==> config.mk <==
export PLATFORM = sky130hd
export DESIGN_NAME = sr_bank_arbiter
export DESIGN_NICKNAME = d
export VERILOG_FILES = /design/src/rtl/sr_bank_arbiter.sv
export SDC_FILE = /design/constraint.sdc
export NUM_CORES = 1
export LEC_CHECK = 0
export ABC_AREA = 0
export CAP_MARGIN = 10
export CORE_AREA = 2 2 61 77
export CTS_CLUSTER_DIAMETER = 120
export CTS_CLUSTER_SIZE = 14
export DETAILED_ROUTE_END_ITERATION = 10
export DIE_AREA = 0 0 63 79
export PLACE_DENSITY = 0.75
export SYNTH_ARGS = -nofsm -noshare
export SYNTH_HDL_FRONTEND = slang
export SYNTH_SLANG_ARGS = --single-unit
==> constraint.sdc <==
create_clock -name clk -period 3.1 [get_ports clk]
set_input_delay 0.62 -clock clk [delete_from_list [all_inputs] [get_ports clk]]
set_output_delay 0.62 -clock clk [all_outputs]
set_load 0.03 [all_outputs]
==> src/rtl/sr_bank_arbiter.sv <==
// Round-robin arbiter that shares a bank of external SR flops between requesters.
// It issues one registered set/reset pulse per cycle and keeps a shadow copy of the bank.
module sr_bank_arbiter #(
  parameter int NREQ   = 4,
  parameter int NFLAGS = 8,
  localparam int IDXW  = $clog2(NFLAGS)
) (
  input  logic                   clk,
  input  logic                   rst,
  input  logic [NREQ-1:0]        req,
  input  logic [2*NREQ-1:0]      op,
  input  logic [NREQ*IDXW-1:0]   idx,
  output logic [NREQ-1:0]        gnt,
  output logic [NFLAGS-1:0]      s_vec,
  output logic [NFLAGS-1:0]      r_vec,
  output logic [NFLAGS-1:0]      q_shadow,
  output logic                   err
);
  localparam int PTRW = $clog2(NREQ);

  // Handshake: a requester holds req/op/idx stable while req is high and gnt
  // is low; gnt is a one-cycle accept, after which it may change or drop req.

  logic [PTRW-1:0]   rr_ptr, ptr_nxt, win;
  logic [NREQ-1:0]   eligible, gnt_nxt;
  logic              found, idx_ok, err_nxt;
  logic [1:0]        sel_op;
  logic [IDXW-1:0]   sel_idx;
  logic [NFLAGS-1:0] q_next, s_nxt, r_nxt;

  always_comb begin
    eligible = req & ~gnt;
    found    = 1'b0;
    win      = '0;
    for (int i = 0; i < NREQ; i++) begin
      if (!found && eligible[(int'(rr_ptr) + i) % NREQ]) begin
        found = 1'b1;
        win   = PTRW'((int'(rr_ptr) + i) % NREQ);
      end
    end
  end

  always_comb begin
    sel_op  = op[2*win +: 2];
    sel_idx = idx[IDXW*win +: IDXW];
    idx_ok  = {{(32-IDXW){1'b0}}, sel_idx} < NFLAGS;
    // Value the bank holds after this edge; toggles decide from it so that
    // back-to-back toggles on one flag see the pulse issued just before.
    q_next  = (q_shadow | s_vec) & ~r_vec;

    gnt_nxt = '0;
    s_nxt   = '0;
    r_nxt   = '0;
    err_nxt = 1'b0;
    ptr_nxt = rr_ptr;
    if (found) begin
      gnt_nxt[win] = 1'b1;
      ptr_nxt      = (win == PTRW'(NREQ-1)) ? '0 : win + 1'b1;
      if (sel_op == 2'b00 || !idx_ok) begin
        err_nxt = 1'b1;
      end else begin
        case (sel_op)
          2'b10:   s_nxt[sel_idx] = 1'b1;
          2'b01:   r_nxt[sel_idx] = 1'b1;
          default: begin
            if (q_next[sel_idx]) r_nxt[sel_idx] = 1'b1;
            else                 s_nxt[sel_idx] = 1'b1;
          end
        endcase
      end
    end
  end

  always_ff @(posedge clk) begin
    if (!rst) begin
      rr_ptr   <= '0;
      gnt      <= '0;
      s_vec    <= '0;
      r_vec    <= '0;
      q_shadow <= '0;
      err      <= 1'b0;
    end else begin
      rr_ptr   <= ptr_nxt;
      gnt      <= gnt_nxt;
      s_vec    <= s_nxt;
      r_vec    <= r_nxt;
      q_shadow <= q_next;
      err      <= err_nxt;
    end
  end

endmodule
==> results of run 1 <==
[power by group]
group / switching, mW / internal, mW / total [mW]
combinational: 1.21 / 1.04 / 2.25
sequential: 0.0646 / 0.497 / 0.562
clock: 0.148 / 0.260 / 0.407
total: 1.42 / 1.80 / 3.22
[metal layers]
metal | global-route usage (%) | routed length, um | share of wire (%) | vias to the layer above
li1 | - | - | - | 972
met1 | 22.7 | 2250 | 37 | 995
met2 | 40.7 | 3230 | 53 | 77
met3 | 4.53 | 291 | 4.8 | 22
met4 | 12.4 | 291 | 4.8 | 0
met5 | 0 | 0 | 0 | -
[flip-flops by register name, indices dropped and copies added (netlist names)]
name,flops
q_shadow,8
r_vec,8
s_vec,8
gnt,4
rr_ptr,2
err,1
[worst max-delay path, delay by kind of cell]
| family | cells | cell delay (ps) |
|---|---|---|
| AND/OR/NAND/NOR | 5 | 750 |
| buffers and inverters | 3 | 250 |
| AO/OA/AOI/OAI | 4 | 1390 |
| adder cells (fa/ha/maj) | 1 | 220 |
[layout make-up]
class / instances / area (um2)
inverter: 10 / 42.5
fill: 325 / 1220
tap: 58 / 72.6
clock inverter: 2 / 35.0
multi-input combinational: 157 / 1240
sequential: 31 / 621
timing repair buffer: 109 / 971
clock buffer: 6 / 82.6
[metrics by stage]
stage	power [mW]	TNS, ps	hold slack [ps]	utilization, %	instance area [um2]
finish	3.22	0	445	71.5	3070
global route	3.40	-15.2	461	71.5	3070
CTS	2.88	-44.3	449	67.0	2870
detailed placement	2.29	-4650	439	61.7	2650
global placement	2.27	-3950	437	61.7	2650
floorplan	1.50	0	530	-	1740
[repair_timing]
item	CTS	global route
pin swaps	6	15
gates resized for setup	13	35
gates cloned	0	0
hold buffers	0	0
endpoints found under the setup margin	8	16
setup buffers	6	8
[cells by family after synthesis]
family                   share of synthesized area (%)
AND/OR/NAND/NOR                                   28.3
AO/OA/AOI/OAI                                     23.8
flip-flops                                        35.8
buffers and inverters                             3.25
adder cells (fa/ha/maj)                           5.06
multiplexers                                      3.83
[synthesized netlist by cell type (3+ instances only)]
| master | number | area [um2] |
|---|---|---|
| nor4_1 | 3 | 18.8 |
| buf_2 | 3 | 15.0 |
| ha_1 | 7 | 87.6 |
| nand2_1 | 21 | 78.8 |
| o211ai_1 | 3 | 22.5 |
| dfxtp_1 | 31 | 621 |
| mux2i_1 | 3 | 30.0 |
| o21ai_0 | 7 | 35.0 |
| and2_1 | 4 | 25.0 |
| nor2b_1 | 4 | 25.0 |
| nand2b_1 | 7 | 43.8 |
| nand4_1 | 3 | 18.8 |
| o21bai_1 | 3 | 22.5 |
| a21oi_1 | 6 | 30.0 |
| inv_1 | 7 | 26.3 |
| nand3_1 | 5 | 25.0 |
| a2111oi_1 | 4 | 40.0 |
| a211oi_1 | 7 | 52.6 |
| and3_1 | 5 | 31.3 |
| nor2_1 | 24 | 90.1 |
| nor3_1 | 8 | 40.0 |
[worst min-delay path by stage]
| stage | start | endpoint | slack [ps] | depth (start not counted) |
|---|---|---|---|---|
| final | r_vec[2] | q_shadow[2] | 440 | 1 |
| after global routing | r_vec[5] | q_shadow[5] | 460 | 1 |
| after CTS | r_vec[2] | q_shadow[2] | 450 | 1 |
| after detailed placement | r_vec[2] | q_shadow[2] | 440 | 1 |
| after global placement | r_vec[5] | q_shadow[5] | 440 | 1 |
| after floorplan | rr_ptr[0] | rr_ptr[0] | 530 | 2 |
==> results.json, run 1 <==
{
  "drv_slew": 0,
  "p_leak_nw": 1.26,
  "antenna_found_initial": 0,
  "coreArea_um2": 4290,
  "cts_buffers": 5,
  "fp.dieW_um": 63,
  "cpPeakStageDelay_ps": 520,
  "nets": 347,
  "synthCells": 202,
  "clock_sinks": 31,
  "async_reset_ff_share_pct": 0,
  "dr.pass1.iters": 4,
  "power_density_nw_per_um2": 1050,
  "path_class": "in -> reg",
  "path_common_cell": "inv_4",
  "overflow": 0,
  "grt_max_degree": 11,
  "ys_types": 50,
  "start_util_pct": 40.4,
  "slew_headroom_pct": 53.0,
  "dieHeight_um": 79,
  "cts_tree": "done",
  "r2r_start": "gnt[0]",
  "layout_commonest_cell": "buf_4",
  "gp_congestion": 0.869,
  "min_period_ps": 3040,
  "syn2layout_area_growth_pct": 77.2,
  "clk_pin_slew_ps": 60,
  "cp.arrival_ps": 3220,
  "finalHoldViolCount": 0,
  "antenna_cells": 0,
  "reg2reg_to": "s_vec[1]",
  "synth.cell_area_um2": 1730,
  "tightest_slew_ps": 697,
  "place_ws_ps": -496,
  "routed_wirelength_mm": 6.07,
  "grt_first_pass_wirelength_mm": 8.58,
  "vias_per_cell": 5.54,
  "ir_worst_vdd_v": 0.000630,
  "skew_ps": 5.49,
  "synth_edf_count": 0,
  "fin_ws_ps": 59.2,
  "grt_pass1_vias": 1944,
  "ys_warn_count": 0,
  "numPortBuffers": 54,
  "layout_common_cells": "buf_4, clkdlybuf4s50_1, dfxtp_1, nor2_1, nand2_1",
  "worstPathMaxFanout": 7,
  "period_share_pct": 98.1,
  "drive_gt1_share_pct": 32.1,
  "r2r_cells": 12,
  "critPathLaunchType": "input port",
  "ant_nets": 0,
  "drt-wirelength-per-cell_um": 16.3,
  "synth_nets": 235,
  "cp-endpoint": "s_vec[1]",
  "critPathLaunch": "req[0]",
  "dp.cells": 352,
  "num_rows": 27,
  "rrSetupSlack_ps": 70,
  "worstPathRequired_ps": 3280,
  "max_cap_violations": 0,
  "cp_slowest_cell": "a2111o_1",
  "drt_iter0_drc": 87,
  "ys_seq_area_share_pct": 35.8,
  "io_pins": 55,
  "setup_violations": 0,
  "fmax_mhz": 329,
  "clock_latency_ps": 290,
  "crit_path_end_kind": "flop",
  "ys_seq_elements": 31,
  "cts.path.max_buffers": 2,
  "synthFlopType": "dfxtp_1",
  "route.detailed.drc": 0,
  "dpl.hpwl_mm": 3.98,
  "vias": 2066,
  "syn_avg_cell_area_um2": 8.57,
  "die_area_um2": 4980,
  "cts-root-buf": "clkbuf_8",
  "grt_usage_pct": 22.0,
  "status": "complete, no violations",
  "final_cells": 373,
  "htreeDepth": 2,
  "worstPathCellList": "clkbuf_2, and3b_2, o311a_4, nor2_4, inv_4, nand2_2, nand3_2, nand2_4, ha_4, inv_4, o221ai_4, a2111o_1, a2111oi_4",
  "hp-class": "reg -> reg"
}
Power figures use the tool's default switching activity.
==> inputs of run 2 (changes only) <==
--- a/config.mk
+++ b/config.mk
@@ -13,6 +13,7 @@
 export DETAILED_ROUTE_END_ITERATION = 10
 export DIE_AREA = 0 0 63 79
 export PLACE_DENSITY = 0.75
+export SLEW_MARGIN = 0
 export SYNTH_ARGS = -nofsm -noshare
 export SYNTH_HDL_FRONTEND = slang
 export SYNTH_SLANG_ARGS = --single-unit
==> results of run 2 <==
Same layout as run 1: the final DEF is identical, and so are final timing and power.
